$ cat src/rtl/fir_tap_reader.sv
// Sample delay line with a sequential tap reader for the FIR MAC.
// Accepts one sample per handshake, shifts it in, then presents all stored taps newest-first.
module fir_tap_reader #(
    parameter int WIDTH = 16,
    parameter int TAPS  = 8,
    localparam int IDXW = $clog2(TAPS)
) (
    input  logic             clk,
    input  logic             rst,
    input  logic             clr,
    input  logic             in_valid,
    input  logic [WIDTH-1:0] in_data,
    output logic             in_ready,
    output logic             tap_valid,
    input  logic             tap_ready,
    output logic [WIDTH-1:0] tap_data,
    output logic [IDXW-1:0]  tap_idx,
    output logic             tap_last,
    output logic             primed
);

    localparam int CNTW = $clog2(TAPS + 1);
    localparam logic [IDXW-1:0] LAST_IDX = IDXW'(TAPS - 1);
    localparam logic [CNTW-1:0] FULL_CNT = CNTW'(TAPS);

    typedef enum logic {IDLE, READ} state_t;

    state_t            state_q, state_d;
    logic [IDXW-1:0]   idx_q, idx_d;
    logic [CNTW-1:0]   cnt_q, cnt_d;
    logic [WIDTH-1:0]  x_q [TAPS];
    logic [WIDTH-1:0]  x_d [TAPS];

    // NOTE: every variable gets its hold value first so no path through this block infers a latch.
    always_comb begin
        state_d = state_q;
        idx_d   = idx_q;
        cnt_d   = cnt_q;
        x_d     = x_q;
        case (state_q)
            IDLE: begin
                if (clr) begin
                    // Flush wins over a simultaneous sample; that sample is dropped.
                    for (int k = 0; k < TAPS; k++) x_d[k] = '0;
                    cnt_d = '0;
                end else if (in_valid) begin
                    x_d[0] = in_data;
                    for (int k = 1; k < TAPS; k++) x_d[k] = x_q[k-1];
                    idx_d   = '0;
                    state_d = READ;
                    if (cnt_q != FULL_CNT) cnt_d = cnt_q + CNTW'(1);
                end
            end
            READ: begin
                if (tap_ready) begin
                    if (idx_q == LAST_IDX) begin
                        idx_d   = '0;
                        state_d = IDLE;
                    end else begin
                        idx_d = idx_q + IDXW'(1);
                    end
                end
            end
            default: state_d = IDLE;
        endcase
    end

    // NOTE: the sample registers are reset too, because tap_data must read zero after reset.
    always_ff @(posedge clk or posedge rst) begin
        if (rst) begin
            state_q <= IDLE;
            idx_q   <= '0;
            cnt_q   <= '0;
            for (int k = 0; k < TAPS; k++) x_q[k] <= '0;
        end else begin
            // NOTE: non-blocking so every register samples the pre-edge values.
            state_q <= state_d;
            idx_q   <= idx_d;
            cnt_q   <= cnt_d;
            x_q     <= x_d;
        end
    end

    assign in_ready  = (state_q == IDLE);
    assign tap_valid = (state_q == READ);
    assign tap_data  = x_q[idx_q];
    assign tap_idx   = idx_q;
    assign tap_last  = (state_q == READ) && (idx_q == LAST_IDX);
    assign primed    = (cnt_q == FULL_CNT);

endmodule

$ cat config.mk
export PLATFORM = sky130hd
export DESIGN_NAME = fir_tap_reader
export DESIGN_NICKNAME = d
export VERILOG_FILES = /design/src/rtl/fir_tap_reader.sv
export SDC_FILE = /design/constraint.sdc
export NUM_CORES = 1
export LEC_CHECK = 0
export ABC_AREA = 1
export CORE_ASPECT_RATIO = 1.25
export CORE_MARGIN = 2
export CORE_UTILIZATION = 55
export CTS_CLUSTER_DIAMETER = 200
export DETAILED_ROUTE_END_ITERATION = 10
export GPL_TIMING_DRIVEN = 0
export PLACE_DENSITY = 0.75
export SLEW_MARGIN = 25
export SYNTH_ARGS = -nofsm -noshare
export SYNTH_HDL_FRONTEND = slang
export SYNTH_SLANG_ARGS = --single-unit
$ cat constraint.sdc
create_clock -name clk -period 7.7 [get_ports clk]
set_input_delay 1.155 -clock clk [delete_from_list [all_inputs] [get_ports clk]]
set_output_delay 1.155 -clock clk [all_outputs]
set_load 0.02 [all_outputs]
---- Word-level counts from Yosys, hierarchy flattened ----
Index checks and enable logic that the tools add are counted.
operators by class
  reduce and logical (&&, ||, !) cells .... 6
  equal/unequal tests ..................... 6
  add/subtract/negate cells ............... 2
  mux-type cells .......................... 18
  bitwise operators ....................... 2
  magnitude comparators ................... 1
operators by type and width
  operator                                                        count
  128-bit two-way mux                                             2
  16-bit binary-select mux with 3-bit select                      1
  16-bit two-way mux                                              2
  3-bit two-way mux                                               4
  4-bit two-way mux                                               3
  2-bit != test (second input constant)                           3
  3-bit case mux with 2 select lines                              1
  3-bit AND reduction                                             2
  4-bit by 1-bit adder with 4-bit output (second input constant)  1
  4-bit == test (second input constant)                           1
  4-bit >= comparator (second input constant)                     1
  1-bit two-way mux                                               4
  4-bit != test (second input constant)                           1
  3-bit NOT with 4-bit output                                     1
  2-bit nonzero test                                              2
  3-bit by 1-bit adder with 3-bit output (second input constant)  1
  3-bit == test (second input constant)                           1
  1-bit case mux with 2 select lines                              1
  2-bit AND reduction                                             1
  1-bit logical AND                                               1
  1-bit NOT                                                       1
storage, ports and cells
  output and inout bits ................... 23
  bits of input ports ..................... 21
  register bits after elaboration ......... 136

---- Longest topological paths before layout ----
  depth after elaboration ................. 4
  mapped depth ............................ 8
  depth with buffers taken out ............ 8

---- Least setup slack after synthesis ----
No wires, ideal clock.
  kind .................................... register to output
  start point ............................. register idx_q[1] (netlist: tap_idx[1])
  end point ............................... output tap_data[10]
  stages on the path, launching flop included .. 7
  buffers on the path ..................... 2
  arrival time ............................ 1.279 ns
  setup slack ............................. 5.266 ns
  cell sequence ........................... dfrtp_1 > buf_2 > clkbuf_1 > nand3_1 > nand2_1 > nand2_1 > nand2_1
between the ends
  word-level cells in the longest chain between the ends .. 4
ends and longest elaborated chain
  element                                                 RTL line  RTL
  start: declaration                                      29        logic [IDXW-1:0] idx_q, idx_d;
  start signal: assignment                                78        idx_q <= idx_d;
  3-bit NOT with 4-bit output (implied by the code)       86        assign tap_data = x_q[idx_q];
  16-bit binary-select mux with 3-bit select              86
  16-bit two-way mux (implied by the code) (2 in series)  86
  end: declaration                                        16        output logic [WIDTH-1:0] tap_data,
No other way between the ends. The select of a mux whose other input is x is not followed.

---- Final worst setup path ----
  start point ............................. register idx_q[1] (netlist: tap_idx[1])
  end point ............................... output tap_data[2]
The elaborated chain is that of the path after synthesis.

==> metrics.txt <==
run status finished clean; Avg Vias per Cell 5.60; effective utilization at floorplan 56.0%; period utilisation layout around 48%; worst skew pair latency between 400 and 500 ps; synth top area cells dfrtp_1 (53%), nand2_1 (13%), o22ai_1 (11%); num rows 44; slowest stage delay, CP ~600 ps; fin area ~7700 um2; ys flop type dfrtp_1; first-pass GRT wire length roughly 28000 um; Worst EP required around 6600 ps; critical path class flip-flop to output pin; initial DRC count approximately 480; max frequency between 200 and 300 MHz; Fin. Hold Viols 0; ys async rst share 100%; Total GRT Usage 28.3%; Synthesized Nets 816; Power, Total slightly below 3 mW; area share of the largest cell type after synthesis between 50% and 60%; vias in the first global route 5539; sum of negative setup slack 0 ps; layout cells sized above 1 8.89%; Syn-to-layout area delta 18.6%; Max Transition Viols Final 0; Syn Std Cell Area between 6000 and 7000 um2; EDFF count, synth 0; die width slightly above 100 um; gr ovfl total 0; crit start category flip-flop; Initial DRT Pass Iterations 5; fill count 950; post-CTS setup buffer count 0; Max VDD drop around 0.00020 V; root buffer cell clkbuf_16; Via Count approximately 5600; dpl hpwl around 12000 um; IO buf count 42; clock net sink count roughly 140; syn_area_per_cell approximately 8.2 um2; Post-Route WL between 15000 and 20000 um; top-count cell post-synth nand2_1; CTS tree built; Ant. Diodes 0; Fin Clk Skew between 6 and 7 ps; slew margin rel. around three fifths; Area after DPL between 7000 and 8000 um2; CP delay by family, top buffers and inverters; Commonest cells post-synth nand2_1 (229), inv_1 (139), dfrtp_1 (136); dpl cells between 900 and 1000; CP Cell Sequence buf_2, inv_1, buf_2, nand3_1, nand2_1, nand2_1, nand2_1, clkdlybuf4s50_1; CTS Buf Count 17; synthesized instance count ~800; # IOs 44; max cap viols 0; clk buf depth 2; final critical-path required period roughly 3700 ps; Yosys top cell by area dfrtp_1; CP arrival between 2000 and 3000 ps; HP Class flip-flop to flip-flop; clk slew on worst S/H paths 60 ps; Power Density approximately 390 nW/um2; H-tree Lvls 4; nets@finish 878; Ys Warns 0; die area between 10000 and 15000 um2; Cell Count, Final, Fillers Out roughly 1000; CP max FO 10; Chip Height between 100 and 150 um; Worst setup EP type output pin; initial antenna violation count 0; CP most frequent cell nand2_1; Seq/Total Area, Yosys a little over half; antenna-violating nets left 0; standby leakage power approximately 3.9 nW; Worst Max-Slew Pin Slew approximately 600 ps; largest net degree at the start of global routing 76; critical path's slowest cell clkdlybuf4s50_1; CP Buf/Inv Count 4; Gates resized, CTS repair 0; RSZ-0062 raised after global routing false; DRC Markers 0; GP Congestion between 0.8 and 0.9; final setup fails 0; register bit total from synthesis 136; synth unique cells 21; Routed WL per cell between 15 and 20 um; Core Region 11600 um2; Hold Buf Count CTS 0
power breakdown:
part | internal, mW | switching, mW | leakage, nW
clock | 0.484 | 0.308 | 0.269
sequential | 0.814 | 0.0383 | 1.88
combinational | 0.464 | 0.866 | 1.76
total | 1.76 | 1.21 | 3.91
tightest hold or removal path, delay by kind of cell, from the launching register on:
kind                   cells  cell delay (ps)
buffers and inverters      1               50
DFF                        1              310
AOI/OAI and AO/OA          1              110
state kept, by name, summed over array words and instances, names as in the netlist:
signal,flops
tap_valid,1
tap_idx,3
x_q,128
cnt_q,4
logic make-up (layout without fill, tap and decap cells):
family / after synthesis / after routing / synth area share [%]
and+or+nand+nor: 326 / 326 / 21.2
buffers and inverters: 194 / 269 / 13.1
DFF: 136 / 136 / 52.6
AOI/OAI and AO/OA: 131 / 131 / 12.3
adders and majority gates: 4 / 4 / 0.773
metal layers:
metal  track usage [%]  share of wire, %
met4              16.2               5.6
met2              45.4                49
met3              5.09               4.8
met1              35.9                40
met5                 0                 0
per-stage QoR:
| step | hold WS [ps] | util (%) | setup WS [ps] |
|---|---|---|---|
| 2_1_floorplan | 490 | - | 2910 |
| 3_3_place_gp | 504 | 61.1 | 1140 |
| 3_5_place_dp | 510 | 61.4 | 4480 |
| 4_1_cts | 522 | 66.4 | 4000 |
| 5_1_grt | 541 | 66.4 | 3910 |
| 6_report | 522 | 66.4 | 3990 |
final cells by class:
cell class	count	area, um2	share of cell area (%)
clock inverters	11	123	1.60
repair buffers	43	448	5.84
well taps	138	173	2.25
multi-input cells	461	2220	28.9
flip-flops and latches	136	3400	44.4
clock buffers	21	450	5.87
inverters	140	533	6.95
plain buffers	54	323	4.21
worst paths after layout:
check                           start          end  slack (ps)  cells past startpoint
setup / recovery           tap_idx[1]  tap_data[2]        3990                      8
hold / removal                x_q[13]      x_q[13]         520                      2
min in group asynchronous         rst      x_q[48]        1170                      2
setup reg to reg             cnt_q[0]     cnt_q[0]        6250                      8
max in group asynchronous         rst      x_q[17]        5820                      3
hold reg to reg               x_q[13]      x_q[13]         520                      2
cell usage in the layout (no fill, tap or decap), types with 4 or more instances in the layout:
cell / synthesis / layout
buf_4: 8 / 8
buf_2: 24 / 24
nand2_1: 229 / 229
inv_1: 139 / 138
buf_6: 8 / 8
ha_1: 4 / 4
nand3_1: 85 / 85
clkdlybuf4s50_1: 0 / 42
dfrtp_1: 136 / 136
clkbuf_1: 12 / 15
clkinvlp_4: 0 / 4
clkbuf_16: 0 / 17
o21ai_0: 19 / 19
o22ai_1: 112 / 112
Power figures use the tool's default switching activity.
